===== src/rtl/display_multiplex_dimmable.sv =====
// Time-multiplexed 7-segment display driver with PWM dimming, per-digit blink,
// leading-zero blanking, a double-buffered frame-aligned load and a dead cycle at the start of each slot.
module display_multiplex_dimmable #(
    parameter int CLOCK_HZ           = 10_000_000,
    parameter int DIGITS             = 8,
    parameter int SWITCH_PERIOD_US   = 1000,
    parameter int PWM_BITS           = 4,
    parameter int BLINK_PERIOD_MS    = 500,
    parameter bit CATHODE_ACTIVE_LOW = 1'b1,
    parameter bit SEGMENT_ACTIVE_LOW = 1'b0
) (
    input  logic                  Clock,
    input  logic                  Reset,
    input  logic [4*DIGITS-1:0]   Data_i,
    input  logic [DIGITS-1:0]     DecimalPoints_i,
    input  logic [DIGITS-1:0]     Blink_i,
    input  logic                  BlankZeros_i,
    input  logic                  Load_i,
    input  logic [PWM_BITS-1:0]   Brightness_i,
    output logic [DIGITS-1:0]     Cathodes_o,
    output logic [7:0]            Segments_o,
    output logic                  Frame_o
);

    localparam longint TICKS_L  = longint'(CLOCK_HZ) * longint'(SWITCH_PERIOD_US) / 64'd1_000_000;
    localparam int     TICKS    = int'(TICKS_L);
    localparam int     SLOT_W   = $clog2(TICKS);
    localparam int     SEL_W    = $clog2(DIGITS);
    localparam int     MS_TICKS = CLOCK_HZ / 1000;
    localparam int     MS_W     = (MS_TICKS > 1) ? $clog2(MS_TICKS) : 1;
    localparam int     BLINK_W  = (BLINK_PERIOD_MS > 1) ? $clog2(BLINK_PERIOD_MS) : 1;

    localparam logic [DIGITS-1:0] CATH_IDLE = CATHODE_ACTIVE_LOW ? {DIGITS{1'b1}} : {DIGITS{1'b0}};
    localparam logic [7:0]        SEG_IDLE  = SEGMENT_ACTIVE_LOW ? 8'hFF : 8'h00;

    logic [SLOT_W-1:0]   slot_cnt_q,    slot_cnt_d;
    logic [SEL_W-1:0]    sel_q,         sel_d;
    logic [PWM_BITS-1:0] pwm_cnt_q,     pwm_cnt_d;
    logic [MS_W-1:0]     ms_cnt_q,      ms_cnt_d;
    logic [BLINK_W-1:0]  blink_cnt_q,   blink_cnt_d;
    logic                blink_phase_q, blink_phase_d;
    logic [4*DIGITS-1:0] sh_data_q,     sh_data_d;
    logic [DIGITS-1:0]   sh_dp_q,       sh_dp_d;
    logic [DIGITS-1:0]   sh_blink_q,    sh_blink_d;
    logic [4*DIGITS-1:0] act_data_q,    act_data_d;
    logic [DIGITS-1:0]   act_dp_q,      act_dp_d;
    logic [DIGITS-1:0]   act_blink_q,   act_blink_d;
    logic                pending_q,     pending_d;
    logic [DIGITS-1:0]   cathodes_q,    cathodes_d;
    logic [7:0]          segments_q,    segments_d;
    logic                frame_q,       frame_d;

    logic                slot_wrap, sel_wrap, boundary, ms_tick, blink_wrap;
    logic                lead_run;
    logic [DIGITS-1:0]   lead_blank;
    logic [3:0]          nibble;
    logic                digit_blank, pwm_on, digit_en;
    logic [7:0]          seg_raw;
    logic [DIGITS-1:0]   cath_raw;

    function automatic logic [6:0] glyph(input logic [3:0] n);
        case (n)
            4'h0: glyph = 7'h3F;
            4'h1: glyph = 7'h06;
            4'h2: glyph = 7'h5B;
            4'h3: glyph = 7'h4F;
            4'h4: glyph = 7'h66;
            4'h5: glyph = 7'h6D;
            4'h6: glyph = 7'h7D;
            4'h7: glyph = 7'h07;
            4'h8: glyph = 7'h7F;
            4'h9: glyph = 7'h6F;
            4'hA: glyph = 7'h77;
            4'hB: glyph = 7'h7C;
            4'hC: glyph = 7'h39;
            4'hD: glyph = 7'h5E;
            4'hE: glyph = 7'h79;
            default: glyph = 7'h71;
        endcase
    endfunction

    // Scan, PWM and blink timebases
    always_comb begin
        slot_wrap     = (slot_cnt_q == SLOT_W'(TICKS - 1));
        sel_wrap      = (sel_q == SEL_W'(DIGITS - 1));
        boundary      = slot_wrap && sel_wrap;
        slot_cnt_d    = slot_wrap ? '0 : slot_cnt_q + 1'b1;
        sel_d         = sel_q;
        if (slot_wrap) sel_d = sel_wrap ? '0 : sel_q + 1'b1;
        pwm_cnt_d     = (slot_cnt_q == '0) ? '0 : pwm_cnt_q + 1'b1;
        ms_tick       = (ms_cnt_q == MS_W'(MS_TICKS - 1));
        ms_cnt_d      = ms_tick ? '0 : ms_cnt_q + 1'b1;
        blink_wrap    = (blink_cnt_q == BLINK_W'(BLINK_PERIOD_MS - 1));
        blink_cnt_d   = blink_cnt_q;
        if (ms_tick) blink_cnt_d = blink_wrap ? '0 : blink_cnt_q + 1'b1;
        blink_phase_d = blink_phase_q ^ (ms_tick && blink_wrap);
    end

    // Active buffer is swapped only at the frame boundary so a frame never mixes old and new data
    always_comb begin
        sh_data_d   = sh_data_q;
        sh_dp_d     = sh_dp_q;
        sh_blink_d  = sh_blink_q;
        act_data_d  = act_data_q;
        act_dp_d    = act_dp_q;
        act_blink_d = act_blink_q;
        pending_d   = pending_q;
        if (boundary && pending_q) begin
            act_data_d  = sh_data_q;
            act_dp_d    = sh_dp_q;
            act_blink_d = sh_blink_q;
            pending_d   = 1'b0;
        end
        if (Load_i) begin
            sh_data_d  = Data_i;
            sh_dp_d    = DecimalPoints_i;
            sh_blink_d = Blink_i;
            pending_d  = 1'b1;
        end
    end

    always_comb begin
        lead_blank = '0;
        lead_run   = BlankZeros_i;
        for (int i = DIGITS - 1; i >= 1; i--) begin
            lead_run      = lead_run && (act_data_q[4*i +: 4] == 4'h0) && !act_dp_q[i];
            lead_blank[i] = lead_run;
        end
    end

    always_comb begin
        nibble      = act_data_q[{sel_q, 2'b00} +: 4];
        digit_blank = lead_blank[sel_q] || (blink_phase_q && act_blink_q[sel_q]);
        seg_raw     = digit_blank ? 8'h00 : {act_dp_q[sel_q], glyph(nibble)};
        pwm_on      = (Brightness_i == '1) || (pwm_cnt_q < Brightness_i);
        digit_en    = (slot_cnt_q != '0) && pwm_on;
        cath_raw    = digit_en ? (DIGITS'(1) << sel_q) : '0;
        cathodes_d  = CATHODE_ACTIVE_LOW ? ~cath_raw : cath_raw;
        segments_d  = SEGMENT_ACTIVE_LOW ? ~seg_raw : seg_raw;
        frame_d     = (slot_cnt_q == '0) && (sel_q == '0);
    end

    always_ff @(posedge Clock or posedge Reset) begin
        if (Reset) begin
            slot_cnt_q    <= '0;
            sel_q         <= '0;
            pwm_cnt_q     <= '0;
            ms_cnt_q      <= '0;
            blink_cnt_q   <= '0;
            blink_phase_q <= 1'b0;
            sh_data_q     <= '0;
            sh_dp_q       <= '0;
            sh_blink_q    <= '0;
            act_data_q    <= '0;
            act_dp_q      <= '0;
            act_blink_q   <= '0;
            pending_q     <= 1'b0;
            cathodes_q    <= CATH_IDLE;
            segments_q    <= SEG_IDLE;
            frame_q       <= 1'b0;
        end else begin
            slot_cnt_q    <= slot_cnt_d;
            sel_q         <= sel_d;
            pwm_cnt_q     <= pwm_cnt_d;
            ms_cnt_q      <= ms_cnt_d;
            blink_cnt_q   <= blink_cnt_d;
            blink_phase_q <= blink_phase_d;
            sh_data_q     <= sh_data_d;
            sh_dp_q       <= sh_dp_d;
            sh_blink_q    <= sh_blink_d;
            act_data_q    <= act_data_d;
            act_dp_q      <= act_dp_d;
            act_blink_q   <= act_blink_d;
            pending_q     <= pending_d;
            cathodes_q    <= cathodes_d;
            segments_q    <= segments_d;
            frame_q       <= frame_d;
        end
    end

    assign Cathodes_o = cathodes_q;
    assign Segments_o = segments_q;
    assign Frame_o    = frame_q;

endmodule


===== config.mk =====
export PLATFORM = sky130hd
export DESIGN_NAME = display_multiplex_dimmable
export DESIGN_NICKNAME = d
export VERILOG_FILES = /design/src/rtl/display_multiplex_dimmable.sv
export SDC_FILE = /design/constraint.sdc
export NUM_CORES = 1
export LEC_CHECK = 0
export CAP_MARGIN = 20
export CELL_PAD_IN_SITES_DETAIL_PLACEMENT = 1
export CELL_PAD_IN_SITES_GLOBAL_PLACEMENT = 1
export CORE_AREA = 2 2 124 156
export DETAILED_ROUTE_END_ITERATION = 10
export DIE_AREA = 0 0 126 158
export PLACE_DENSITY = 0.79
export SETUP_SLACK_MARGIN = 0.3
export SYNTH_ARGS = -nofsm -noshare
export SYNTH_HDL_FRONTEND = slang
export SYNTH_SLANG_ARGS = --single-unit

===== constraint.sdc =====
create_clock -name Clock -period 7.4 [get_ports Clock]
set_input_delay 0.74 -clock Clock [delete_from_list [all_inputs] [get_ports Clock]]
set_output_delay 0.74 -clock Clock [all_outputs]
set_load 0.05 [all_outputs]

; Word-level counts from Yosys, hierarchy flattened
; Memories as Yosys holds them, arrays and structs flattened.
; Cells that the tools add are included.
[totals]
ff_bits = 159
rom_bits = 112
wordCells = 88
mem_count = 1
[op_classes]
n_addsub = 5
order_cmp = 2
n_eq_ne = 5
shifts = 2
n_mux = 15
bitwise = 2
n_reduce_logical = 40
[mem_list]
columns = name, depth, word_bits, rd, rd_clocked_by_memory_dff, wr, line_no
row1 = (no name shown), 16, 7, 1, 0, 0, 62  ; case (n)
[op_table]
columns = operator, n
row1 = indexed part select 32 x 6 -> 4 bit, 1
row2 = adder 14 x 1 -> 14 bit (second input constant), 2
row3 = equality test 14 bit (second input constant), 2
row4 = logical NOT 4 bit, 7
row5 = two-way mux 14 bit, 2
row6 = logical AND 1 bit, 20
row7 = two-way mux 8 bit, 2
row8 = logical NOT 14 bit, 1
row9 = nonzero test 14 bit, 1
row10 = adder 9 x 1 -> 9 bit (second input constant), 1
row11 = binary-select mux 1 bit (select 3 bit), 3
row12 = equality test 9 bit (second input constant), 1
row13 = two-way mux 9 bit, 1
row14 = NOT 8 bit, 1
row15 = << shifter 1 x 3 -> 8 bit (first input constant), 1
row16 = logical NOT 1 bit, 7
row17 = two-way mux 1 bit, 5
row18 = adder 4 x 1 -> 4 bit (second input constant), 1
row19 = equality test 4 bit (second input constant), 1
row20 = less-than comparator 3 x 4 -> 1 bit (second input constant), 1
row21 = less-than comparator 4 bit, 1
row22 = two-way mux 4 bit, 1
row23 = adder 3 x 1 -> 3 bit (second input constant), 1
row24 = equality test 3 bit (second input constant), 1
row25 = other kinds (5), 6

; Logic depth before layout (Yosys ltp)
[logic_depth]
ltp_word = 19
mapped_depth = 10
ltp_nobuf = 8

; Worst setup path after synthesis
; No wires, ideal clock.
[synth_path]
kind = register -> register
start = reg sel_q[0]
end = reg segments_q[3] (netlist: Segments_o[3])
arrival_time_ps = 2341
required_ps = 7328
slack_ps = 4986
stages_incl_launch_ff = 8
synth_period_minus_slack_ps = 2414
cell_sequence = dfrtp_1 buf_6 mux4_2 mux2i_1 inv_1 ha_1 mux4_1 nor2_1
[synth_via]
elab_chain_cells = 5
elab_cells_between_ends = 9
[synth_rtl]
columns = item, line_no
row1 = from (decl), 37  ; logic [SEL_W-1:0] sel_q, sel_d;
row2 = from (signal assigned), 163  ; sel_q <= sel_d;
row3 = "parallel branches: the longest is 4 deep, another holds memory read (16 x 7 bit)", -
row4 = two-way mux 8 bit (*), 134  ; seg_raw = digit_blank ? 8'h00 : {act_dp_q[sel_q], glyph(nibble)};
row5 = net seg_raw[3], 58  ; logic [7:0] seg_raw;
row6 = to (signal assigned), 176  ; segments_q <= segments_d;
row7 = to (decl), 50  ; logic [7:0] segments_q, segments_d;
; Mark *: on every way through the listed nets, which the timed path passes. The select of a mux whose other input is x is not followed.
; A chain may end at the register's enable or synchronous reset.

; Worst setup path after layout
; Same ends and word-level chain as after synthesis.

==> results_dict.tcl <==
set metrics [dict create \
    slowest_stage "dfrtp_1" \
    critical_path_buf_inv_count 1 \
    syn-num-nets 610 \
    grt_max_degree 83 \
    wl_mm 15.41 \
    wl_per_cell_um 18.02 \
    clockRootBuffer "clkbuf_16" \
    syn_to_final_growth_pct 21.72 \
    drv_slew 0 \
    yosysSeqAreaShare 0.5526 \
    arrival_ns 3.22 \
    rsz0062_at_grt "false" \
    path_class "reg2reg" \
    multiInputGateArea_um2 3020 \
    ys_types 52 \
    max-cap-violations 0 \
    antenna_found_initial 0 \
    post-route-period-util 0.3880 \
    reg2regPathDepth 6 \
    min_to "ms_cnt_q[0]" \
    crit_chain "mux4_2 > mux2i_1 > inv_1 > ha_1 > mux4_1 > nor2_1" \
    p_leak_uw 0.004051 \
    cts_inserted_buffers 17 \
    r2r_end "Segments_o[3]" \
    worst_hold_path_type "reg2reg" \
    setup_tns_ns 0 \
    port_buffers 72 \
    r2r-start "sel_q[0]" \
    critPathLaunchType "register" \
    finalHoldViolCount 0 \
    post_cts_resized 0 \
    syn_avg_cell_area_um2 13.49 \
    synth_area_leaders "dfrtp_1 52%, mux2_2 12%, mux2_4 4.2%" \
    antenna_cells 0 \
    initial_core_util 0.3902 \
    core_region_area_um2 18500 \
    ios 73 \
    seqCellArea_um2 3989 \
    synth-seq-cells 159 \
    fin_util 0.4750 \
    rrSetupSlack_ns 4.53 \
    track_usage 0.1659 \
    fin_crit_ns 2.871 \
    worstPathRequired_ns 7.75 \
    holdPathStages 1 \
    netlist_instances 535 \
    ys_async_sr_fraction 1.000 \
    syn_area_um2 7218 \
    cts_hold_buffers 0 \
    power_density_nw_per_um2 221.4 \
    cts_num_sinks 159 \
    fmaxAchievable_mhz 348.3 \
    clock_skew_ns 0.008682 \
    routed_via_density 5.257 \
    via_count 4495 \
    drt_iter0_markers 235 \
    crit_family "multiplexers" \
    grt_pass1_wl_mm 26.01 \
    num_rows 56 \
    drc_errors 0 \
    synthDominantCellAreaShare 0.5235 \
    cts_max_level 4 \
    synth_enable_flop_cells 0 \
    post_cts_buffers 0 \
    status "completed" \
    grt_pass1_vias 5069 \
    clkLatencyLatePin_ns 0.42 \
    gp_congestion 0.7581 \
    num-nets-final 687 \
    end_kind "register" \
    cts_tree "done" \
    die_x_um 126 \
    crit_path_max_incr_delay_ns 0.82 \
    report.power.total_uw 1945 \
    synth_ff_type "dfrtp_1" \
    yosysTopAreaCell "dfrtp_1" \
    cp_max_fo 14 \
    vdd_drop_max_mv 0.1559 \
    die_h_um 158 \
    holdCritStartpoint "ms_cnt_q[0]" \
    clockBufferDepth 2 \
    die_area_um2 19910 \
    overflow 0 \
    drtAntennaViolNets 0 \
    fill_cells 1902 \
    drive_above_1_share 0.2648 \
    clk_pin_slew_ns 0.06 \
    first_pass_iters 4 \
    worst_slew_pin_slew_ns 0.7390 \
    yosysWarningCount 0 \
    dpl.hpwl_mm 10.89 \
    finalSetupViolCount 0 \
    slew_headroom 0.5074 \
]
placed cells by master, fill, tap and decap left out, types with 2 or more instances in the layout:
cell	instances
a21o_1	4
mux2i_1	5
nand2_1	29
o22ai_1	2
xor2_1	14
clkdlybuf4s50_1	71
mux2_2	78
clkbuf_16	17
a21oi_1	8
clkinv_2	3
nor3_1	3
buf_4	3
nor4b_1	3
o21ai_0	11
bufinv_16	5
dfstp_2	8
nor4_4	2
inv_6	2
nor2b_1	2
or4_1	3
mux4_1	2
nor2_1	45
mux2_4	20
and3_1	7
o2111ai_1	2
dfrtp_1	151
and2_1	4
xnor2_1	16
nand4_1	9
clkinvlp_4	2
mux4_2	11
nand3_1	19
ha_1	19
inv_1	15
nor4_1	4
layer usage:
metal,track usage,up-vias,part of all wire
met5,0,-,0
met4,0.07483,0,0.030
met3,0.04258,40,0.038
met2,0.2867,106,0.52
met1,0.1950,2293,0.42
li1,-,2056,-
cell usage after synthesis (2+ instances only):
library cell,number
dfrtp_1,151
mux2_2,78
nor2_1,45
nand2_1,29
mux2_4,20
ha_1,19
nand3_1,19
inv_1,16
xnor2_1,16
xor2_1,14
mux4_2,11
o21ai_0,11
nand4_1,9
a21oi_1,8
dfstp_2,8
and3_1,7
mux2i_1,5
a21o_1,4
and2_1,4
buf_1,4
buf_6,4
clkbuf_1,4
clkbuf_8,4
nor4_1,4
buf_2,3
nor3_1,3
nor4b_1,3
or4_1,3
mux4_1,2
nor2b_1,2
nor4_4,2
o2111ai_1,2
o22ai_1,2
registers in the layout (all words and copies together) (netlist names):
register       flops
pending_q          1
pwm_cnt_q          4
Cathodes_o         8
ms_cnt_q          14
Segments_o         8
act_dp_q           8
act_blink_q        8
sh_blink_q         8
slot_cnt_q        14
sh_data_q         32
sh_dp_q            8
Frame_o            1
blink_cnt_q        9
sel_q              3
act_data_q        32
blink_phase_q      1
power breakdown:
part | internal, uW | switching, uW | total [uW]
Sequential | 897 | 16.7 | 914
Combinational | 53.6 | 36.7 | 90.4
Clock | 603 | 338 | 941
Total | 1550 | 392 | 1940
cell families after synthesis:
logic type | after synthesis | synth area share
buffers and inverters | 36 | 0.02894
XOR/XNOR | 30 | 0.03640
adder cells (fa/ha/maj) | 19 | 0.03293
AO/OA/AOI/OAI | 35 | 0.03294
multiplexers | 117 | 0.2149
AND/OR/NAND/NOR | 139 | 0.1012
flip-flops | 159 | 0.5526
cell type report:
type	instances	area share
clock buffer	19	0.05041
sequential	159	0.4540
clock inverter	11	0.02150
multi-input combinational	340	0.3438
inverter	17	0.007833
timing repair buffer	77	0.08943
tap	232	0.03304
worst register-to-register path: stages, from the launching register on:
cell and delay [ns]:
dfrtp_1 0.82, mux4_2 0.60, mux2i_1 0.39, inv_1 0.13
ha_1 0.27, mux4_1 0.49, nor2_1 0.10
how the worst max path moves through the flow:
stage / start / endpoint / slack, ns / depth (start not counted)
after global placement: sel_q[1] / Segments_o[0] / 4.50 / 6
after CTS: sel_q[1] / Segments_o[0] / 4.22 / 6
after detailed placement: sel_q[1] / Segments_o[0] / 4.27 / 6
final: sel_q[0] / Segments_o[3] / 4.53 / 6
after global routing: sel_q[0] / Segments_o[3] / 4.24 / 6
after floorplan: Reset / Frame_o / 2.38 / 1
stage by stage:
stage / hold slack (ns) / worst slack, ns / cells / cell area [um2]
finish: 0.4560 / 4.529 / 855 / 8786
global route: 0.4824 / 4.238 / 855 / 8786
CTS: 0.4594 / 4.221 / 852 / 8731
detailed placement: 0.4523 / 4.270 / 822 / 8099
global placement: 0.4369 / 4.505 / 822 / 8099
floorplan: 0.4251 / 2.382 / 535 / 7218
(Power assumes the default switching activity.)
